$ cat src/rtl/diagonal_walk_ctrl.sv
// Diagonal-order walker over the lower triangle (x >= y) of a square grid.
// Emits one (x, y) pair per valid/ready beat, with done/count/prop status.
module diagonal_walk_ctrl #(
  parameter int W  = 4,
  parameter int CW = 2 * W
) (
  input  logic          clk,
  input  logic          reset,
  input  logic          start,
  input  logic [W-1:0]  kmax,
  input  logic          abort,
  input  logic          out_ready,
  output logic          out_valid,
  output logic [W-1:0]  out_x,
  output logic [W-1:0]  out_y,
  output logic          out_last,
  output logic          busy,
  output logic          done,
  output logic [CW-1:0] count,
  output logic          prop
);

  typedef enum logic [1:0] {
    IDLE,
    RUN,
    DONE
  } state_t;

  state_t         state, state_n;
  logic [W-1:0]   x, y, d, k;
  logic [W-1:0]   x_n, y_n, d_n, k_n;
  logic [CW-1:0]  cnt, cnt_n;
  logic           accept;
  logic [W-1:0]   span;

  assign accept = (state == RUN) && out_ready;
  assign span   = k - d;

  always_ff @(posedge clk or negedge reset) begin
    if (!reset) begin
      state <= IDLE;
      x     <= '0;
      y     <= '0;
      d     <= '0;
      k     <= '0;
      cnt   <= '0;
    end else begin
      state <= state_n;
      x     <= x_n;
      y     <= y_n;
      d     <= d_n;
      k     <= k_n;
      cnt   <= cnt_n;
    end
  end

  always_comb begin
    state_n = state;
    x_n     = x;
    y_n     = y;
    d_n     = d;
    k_n     = k;
    cnt_n   = cnt;
    unique case (state)
      IDLE: begin
        if (start && !abort) begin
          state_n = RUN;
          k_n     = kmax;
          x_n     = '0;
          y_n     = '0;
          d_n     = '0;
          cnt_n   = '0;
        end
      end
      RUN: begin
        if (abort) begin
          state_n = IDLE;
        end else if (accept) begin
          cnt_n = cnt + CW'(1);
          // d <= k always holds, so span and the +1 steps never wrap
          if (y < span) begin
            x_n = x + W'(1);
            y_n = y + W'(1);
          end else if (d < k) begin
            d_n = d + W'(1);
            x_n = d + W'(1);
            y_n = '0;
          end else begin
            state_n = DONE;
          end
        end
      end
      DONE: begin
        state_n = IDLE;
      end
      default: begin
        state_n = IDLE;
      end
    endcase
  end

  assign out_valid = (state == RUN);
  assign busy      = (state == RUN);
  assign done      = (state == DONE);
  assign out_last  = (state == RUN) && (d == k) && (y == '0);
  assign out_x     = x;
  assign out_y     = y;
  assign count     = cnt;
  assign prop      = !(x < y);

endmodule

$ cat config.mk
export PLATFORM = sky130hd
export DESIGN_NAME = diagonal_walk_ctrl
export DESIGN_NICKNAME = d
export VERILOG_FILES = /design/src/rtl/diagonal_walk_ctrl.sv
export SDC_FILE = /design/constraint.sdc
export NUM_CORES = 1
export LEC_CHECK = 0
export CAP_MARGIN = 20
export CELL_PAD_IN_SITES_DETAIL_PLACEMENT = 1
export CELL_PAD_IN_SITES_GLOBAL_PLACEMENT = 2
export CORE_MARGIN = 3
export CORE_UTILIZATION = 32
export DETAILED_ROUTE_END_ITERATION = 10
export GPL_TIMING_DRIVEN = 0
export PLACE_DENSITY_LB_ADDON = 0.1
export SYNTH_ARGS = -nofsm -noshare
export SYNTH_HDL_FRONTEND = slang
export SYNTH_SLANG_ARGS = --single-unit
$ cat constraint.sdc
create_clock -name clk -period 3.5 [get_ports clk]
set_clock_uncertainty 0.05 [all_clocks]
set_input_delay 0.525 -clock clk [delete_from_list [all_inputs] [get_ports clk]]
set_output_delay 0.525 -clock clk [all_outputs]
set_load 0.005 [all_outputs]
-- After elaboration in Yosys (flattened, before gate mapping)
Index checks and enable logic that the tools add are counted.
- output and inout port bits: 21
- input bits: 9
- logic and storage cells: 65
- register bits: 26
- eq/ne operators: 12
- add/subtract/negate cells: 5
- reduce and logical (&&, ||, !) cells: 14
- order comparisons: 3
- multiplexer cells: 25
- operator list (kind ; number):
    two-way mux 4 bit ; 12
    two-way mux 8 bit ; 3
    case mux 4 bit (2 select lines) ; 3
    case mux 8 bit (2 select lines) ; 1
    adder 4 x 1 -> 4 bit (second input constant) ; 3
    < comparator 4 bit ; 3
    two-way mux 2 bit ; 5
    adder 8 x 1 -> 8 bit (second input constant) ; 1
    AND reduction 4 bit ; 2
    inequality test 2 bit (second input constant) ; 3
    inequality test 3 bit (second input constant) ; 2
    AND reduction 6 bit ; 1
    AND reduction 5 bit ; 1
    equality test 4 bit ; 1
    logical AND 1 bit ; 4
    zero test 4 bit ; 1
    inequality test 2 x 1 -> 1 bit (second input constant) ; 2
    case mux 2 bit (2 select lines) ; 1
    subtractor 4 bit ; 1
    inequality test 3 x 1 -> 1 bit (second input constant) ; 1
    inequality test 3 x 2 -> 1 bit (second input constant) ; 1
    equality test 2 x 1 -> 1 bit (second input constant) ; 1
    equality test 2 bit (second input constant) ; 1
    zero test 1 bit ; 2
    other kinds (3) ; 3

-- Depth between registers and ports, before layout
- word-level depth: 6
- gate-level depth with buffers: 12
- gate-level depth less buffers: 11

-- Least setup slack after synthesis
OpenSTA, ideal clock, no wires.
- kind: reg2reg
- start: register d[1]
- end: register y[3], in the netlist out_y[3]
- stages on the path, launching flop included: 11
- data arrival time: 2.504 ns
- data required time: 3.324 ns
- path slack: 0.820 ns
- library setup time: 0.126 ns
- clock period less this slack: 2.680 ns
- buffers on the path: 0
- cells stage by stage: dfrtp_1 -> inv_1 -> ha_1 -> a21o_1 -> a21oi_1 -> xor2_1 -> ha_1 -> or3_4 -> o22ai_4 -> o31ai_2 -> a221o_1
- cells in the longest elaborated chain, start to end: 6
- elaborated cells on any way between the ends: 9
- those cells by class: add/sub: 1; order compare: 2; eq/ne: 1; mux: 4; reduce/logical: 1
- ends and longest elaborated chain (item ; RTL line ; source):
    from (decl) ; 30 ; logic [W-1:0] x, y, d, k;
    from (signal assigned) ; 51 ; d <= d_n;
    subtractor 4 bit ; 37 ; assign span = k - d;
    < comparator 4 bit ; 81 ; if (y < span) begin
    two-way mux 4 bit ; 81 ;
    two-way mux 4 bit ; 78 ; end else if (accept) begin
    two-way mux 4 bit ; 76 ; if (abort) begin
    case mux 4 bit (2 select lines) ; 64 ; unique case (state)
    to (signal assigned) ; 50 ; y <= y_n;
    to (decl) ; 30 ;
Parallel ways exist; a longest one is shown, timed or not. The select of a mux whose other input is x is not followed.
A chain may end at the register's enable or synchronous reset.

-- Final worst setup path
Same ends and word-level chain as after synthesis.

==> report_table.html <==
<table>
<tr><th>Metric</th><th>Value</th></tr>
<tr><th colspan="2">GRT</th></tr>
<tr><td>Largest net degree at the start of global routing</td><td>16</td></tr>
<tr><td>Vias in the first global route</td><td>1723</td></tr>
<tr><td>Overflow left after global routing</td><td>0</td></tr>
<tr><td>Initial antenna violation count</td><td>0</td></tr>
<tr><td>Global-route wire length before repair</td><td>8650 um</td></tr>
<tr><td>Overall global routing resource usage</td><td>0.175</td></tr>
<tr><th colspan="2">Timing</th></tr>
<tr><td>Measured slew at the worst slew-check pin</td><td>0.782 ns</td></tr>
<tr><td>Post-route worst hold slack</td><td>0.442 ns</td></tr>
<tr><td>Final clock period utilization by the worst path</td><td>0.868</td></tr>
<tr><td>Final critical-path setup slack</td><td>0.462 ns</td></tr>
<tr><td>Clock period minus worst slack</td><td>3.04 ns</td></tr>
<tr><td>Number of pins exceeding their max-slew limit in the final report</td><td>0</td></tr>
<tr><td>Final total negative setup slack</td><td>0 ns</td></tr>
<tr><td>Count of endpoints failing setup in the final report</td><td>0</td></tr>
<tr><td>Number of hold violations in the final report</td><td>0</td></tr>
<tr><td>Maximum clock frequency</td><td>329 MHz</td></tr>
<tr><td>RSZ-0062 raised after global routing</td><td>false</td></tr>
<tr><td>Rel. slew slack</td><td>0.464</td></tr>
<tr><th colspan="2">Routing</th></tr>
<tr><td>Overall routed net length</td><td>4950 um</td></tr>
<tr><td>Post-route DRC violation count</td><td>0</td></tr>
<tr><td>Pre-Repair DR Iteration Count</td><td>4</td></tr>
<tr><td>Vias per cell</td><td>5.44</td></tr>
<tr><td>Routed WL per cell</td><td>17.3 um</td></tr>
<tr><td>Max layer used</td><td>met4</td></tr>
<tr><td>Met3 routed WL</td><td>192 um</td></tr>
<tr><td>Met1 Routed Length</td><td>2320 um</td></tr>
<tr><td>Final antenna-violating net count</td><td>0</td></tr>
<tr><td>Total via count in the routed design</td><td>1555</td></tr>
<tr><td>Drt first-iter violations</td><td>34</td></tr>
<tr><td>Routed length on met2</td><td>2370 um</td></tr>
<tr><th colspan="2">Yosys</th></tr>
<tr><td>Commonest register cell after synthesis</td><td>sky130_fd_sc_hd__dfrtp_1</td></tr>
<tr><td>Mean post-synth cell area</td><td>9.50 um^2</td></tr>
<tr><td>Top post-synthesis cells by area</td><td>sky130_fd_sc_hd__dfrtp_1, sky130_fd_sc_hd__ha_1, sky130_fd_sc_hd__nand2_1</td></tr>
<tr><td>Count of state elements after synthesis</td><td>26</td></tr>
<tr><td>Net count of the mapped netlist</td><td>207</td></tr>
<tr><td>Area share of the largest cell type after synthesis</td><td>0.376</td></tr>
<tr><td>Proportion of synthesized chip area in sequential cells</td><td>0.376</td></tr>
<tr><td>Count of cell types in the netlist</td><td>46</td></tr>
<tr><td>Async S/R FF share, synth</td><td>1.00</td></tr>
<tr><td>Gate Count Post-Synth</td><td>182</td></tr>
<tr><td>Number of warnings reported in the yosys synthesis log</td><td>0</td></tr>
<tr><td>Number of flops mapped to enable cells by yosys</td><td>0</td></tr>
<tr><td>Dominant cell type by area after synthesis</td><td>sky130_fd_sc_hd__dfrtp_1</td></tr>
<tr><td>Post-synthesis cell area</td><td>0.00173 mm^2</td></tr>
<tr><th colspan="2">Run status</th></tr>
<tr><td>Status</td><td>finished, final reports clean</td></tr>
<tr><th colspan="2">Final layout</th></tr>
<tr><td>Utilization after layout</td><td>0.423</td></tr>
<tr><td>Antenna cell count</td><td>0</td></tr>
<tr><td>Layout overhead on the synthesized area</td><td>26.6%</td></tr>
<tr><td>Number of cells in the finished layout apart from fillers</td><td>286</td></tr>
<tr><td>Share of post-route cells with drive strength above 1</td><td>0.0694</td></tr>
<tr><td>Net count of the finished layout</td><td>242</td></tr>
<tr><td>Layout Cell Area excl Fill</td><td>0.00219 mm^2</td></tr>
<tr><th colspan="2">Clocking</th></tr>
<tr><td>Clock H-tree levels</td><td>1</td></tr>
<tr><td>Insertion delay of the later-clocked pin in the worst-skew pair</td><td>0.27 ns</td></tr>
<tr><td>Cells resized by post-CTS repair</td><td>0</td></tr>
<tr><td>Hold-fix buffers at CTS</td><td>0</td></tr>
<tr><td>CTS Buffer Depth</td><td>2</td></tr>
<tr><td>CTS clk-pin slew, worst paths</td><td>0.10 ns</td></tr>
<tr><td>Library cell used as clock root buffer</td><td>sky130_fd_sc_hd__clkbuf_8</td></tr>
<tr><td>Number of clock sinks seen by CTS</td><td>26</td></tr>
<tr><td>Total clock buffers created by CTS</td><td>3</td></tr>
<tr><td>Setup Buffers After CTS</td><td>0</td></tr>
<tr><td>TritonCTS clock tree</td><td>done</td></tr>
<tr><th colspan="2">Floorplanning</th></tr>
<tr><td>Die width</td><td>79.5 um</td></tr>
<tr><td>Area of the core</td><td>0.00517 mm^2</td></tr>
<tr><td>Overall die height</td><td>79.5 um</td></tr>
<tr><td>Starting density of the core</td><td>0.334</td></tr>
<tr><td>Number of placement rows</td><td>26</td></tr>
<tr><td>I/O pin count</td><td>30</td></tr>
<tr><td>Die Footprint</td><td>0.00632 mm^2</td></tr>
<tr><th colspan="2">Setup path</th></tr>
<tr><td>Launching instance or port of the critical path</td><td>d[1]</td></tr>
<tr><td>Required time at the worst-slack endpoint</td><td>3.62 ns</td></tr>
<tr><td>Setup slack on the worst flop-to-flop path</td><td>0.46 ns</td></tr>
<tr><td>Critical R2R Launch</td><td>d[1]</td></tr>
<tr><td>Dominant cell type by count on the critical path</td><td>sky130_fd_sc_hd__ha_1</td></tr>
<tr><td>Nature of the critical path endpoint</td><td>flop</td></tr>
<tr><td>Largest delay share family, worst path</td><td>compound AO/OA/AOI/OAI gates</td></tr>
<tr><td>CP Class</td><td>flop to flop</td></tr>
<tr><td>Critical path's slowest cell</td><td>sky130_fd_sc_hd__or3_4</td></tr>
<tr><td>End of the worst register-to-register path</td><td>out_y[3]</td></tr>
<tr><td>Sum of buffers and inverters on the critical path</td><td>1</td></tr>
<tr><td>Reg2reg path depth</td><td>10</td></tr>
<tr><td>Crit path arrival time</td><td>3.15 ns</td></tr>
<tr><td>Critical path cell sequence</td><td>inv_1, ha_1, a21o_1, a21oi_1, xor2_1, ha_1, or3_4, o22ai_4, o31ai_2, a221o_1</td></tr>
<tr><td>Biggest cell delay along the critical path</td><td>0.42 ns</td></tr>
<tr><td>Startpoint class of the critical path</td><td>flop</td></tr>
<tr><td>Highest fanout seen on the critical path</td><td>8</td></tr>
<tr><th colspan="2">Worst hold path</th></tr>
<tr><td>Min-Delay Path Class</td><td>flop to flop</td></tr>
<tr><td>Hold EP</td><td>k[3]</td></tr>
<tr><td>Cell depth of the worst min-delay path</td><td>2</td></tr>
<tr><td>Launch instance of the worst min-delay path</td><td>k[3]</td></tr>
<tr><th colspan="2">Placement</th></tr>
<tr><td>Placed insts</td><td>282</td></tr>
<tr><td>Count of input and output buffers</td><td>29</td></tr>
<tr><td>Area after DPL</td><td>0.00213 mm^2</td></tr>
<tr><td>Final estimated routing congestion in global placement</td><td>0.751</td></tr>
<tr><td>Worst slack, placed</td><td>0.457 ns</td></tr>
<tr><td>Final HPWL from detailed placement</td><td>3990 um</td></tr>
<tr><th colspan="2">Job</th></tr>
<tr><td>Maxcap violations</td><td>0</td></tr>
<tr><th colspan="2">Power and ir drop</th></tr>
<tr><td>Areal power density over the cells</td><td>765 mW/mm^2</td></tr>
<tr><td>Final Total Pwr</td><td>1.68 mW</td></tr>
<tr><td>Static leakage</td><td>0.926 nW</td></tr>
<tr><td>Highest ir drop seen on vdd</td><td>0.000318 V</td></tr>
</table>
[logic make-up after synthesis]
family                   Yosys count  synth area share
AND/OR/NAND/NOR                   67             0.198
AO/OA/AOI/OAI                     41             0.182
flip-flops                        26             0.376
buffers and inverters             17            0.0412
adder cells (fa/ha/maj)           16             0.120
XOR/XNOR                           9            0.0456
multiplexers                       6            0.0362
[power by group]
group	internal, mW	switching (mW)	total (mW)
logic	0.455	0.549	1.00
clock network	0.101	0.100	0.201
registers	0.372	0.0985	0.471
total	0.928	0.748	1.68
[cells in the final DEF (no fill, tap or decap), types with 2 or more instances in the layout]
cell                              Yosys  final
sky130_fd_sc_hd__nand3_1             11     11
sky130_fd_sc_hd__dfrtp_1             26     26
sky130_fd_sc_hd__a31oi_1              2      2
sky130_fd_sc_hd__o211ai_1             2      2
sky130_fd_sc_hd__xor2_1               3      3
sky130_fd_sc_hd__mux2_2               2      2
sky130_fd_sc_hd__a21o_1               6      6
sky130_fd_sc_hd__xnor2_1              6      6
sky130_fd_sc_hd__mux2i_1              4      4
sky130_fd_sc_hd__nor4_1               4      4
sky130_fd_sc_hd__nand4_1              6      6
sky130_fd_sc_hd__buf_2                3      3
sky130_fd_sc_hd__o21a_1               3      3
sky130_fd_sc_hd__nor3_1               7      7
sky130_fd_sc_hd__or3_1                2      2
sky130_fd_sc_hd__clkbuf_8             0      4
sky130_fd_sc_hd__nand2_1             18     18
sky130_fd_sc_hd__a21oi_1              3      3
sky130_fd_sc_hd__o21ai_1              4      4
sky130_fd_sc_hd__o2bb2ai_1            2      2
sky130_fd_sc_hd__nor3b_1              2      2
sky130_fd_sc_hd__inv_1               11     11
sky130_fd_sc_hd__ha_1                15     15
sky130_fd_sc_hd__a22o_1               2      2
sky130_fd_sc_hd__a32oi_1              2      2
sky130_fd_sc_hd__clkdlybuf4s50_1      0     29
sky130_fd_sc_hd__nand2b_1             3      3
sky130_fd_sc_hd__nor2b_1              3      3
sky130_fd_sc_hd__o21ai_0              4      4
sky130_fd_sc_hd__a311o_1              2      2
sky130_fd_sc_hd__nor2_1               7      7
[cell type report]
class | instances | area (um^2)
buffer | 5 | 26.3
multi-input combinational | 139 | 1010
inverter | 12 | 45.0
tap | 70 | 87.6
fill | 590 | 2980
clock buffer | 4 | 55.1
sequential | 26 | 651
timing repair buffer | 30 | 318
[registers in the layout, indices dropped and copies added (netlist names)]
name	cells
d	4
count	8
out_y	4
k	4
state	2
out_x	4
[cell usage after synthesis (all sizes together), types with 3 or more instances]
master and n:
dfrtp 26, xnor2 6, nor2b 3, o21ai 8, mux2i 4, xor2 3
inv 12, nor3 7, nand2 18, or3 3, nor2 7, o21a 3
a21o 6, buf 4, nand3 11, ha 15, nand4 6, nor4 4
a21oi 3, nand2b 3
[worst min-delay path, cell delays in order, from the launching register on]
cell                      delay [ns]
sky130_fd_sc_hd__dfrtp_1        0.36
sky130_fd_sc_hd__nand2_1        0.05
sky130_fd_sc_hd__nand2_1        0.06
[routing by layer]
layer,up-vias,global-route usage
met2,29,0.290
li1,737,-
met4,0,0.0567
met5,-,0
met1,781,0.231
met3,8,0.0293
[how the worst max path moves through the flow]
stage	to	depth (start not counted)
CTS	out_y[3]	10
global placement	out_y[3]	10
global route	out_y[3]	10
finish	out_y[3]	10
floorplan	out_y[3]	10
detailed placement	out_y[3]	10
(Power assumes the default switching activity.)
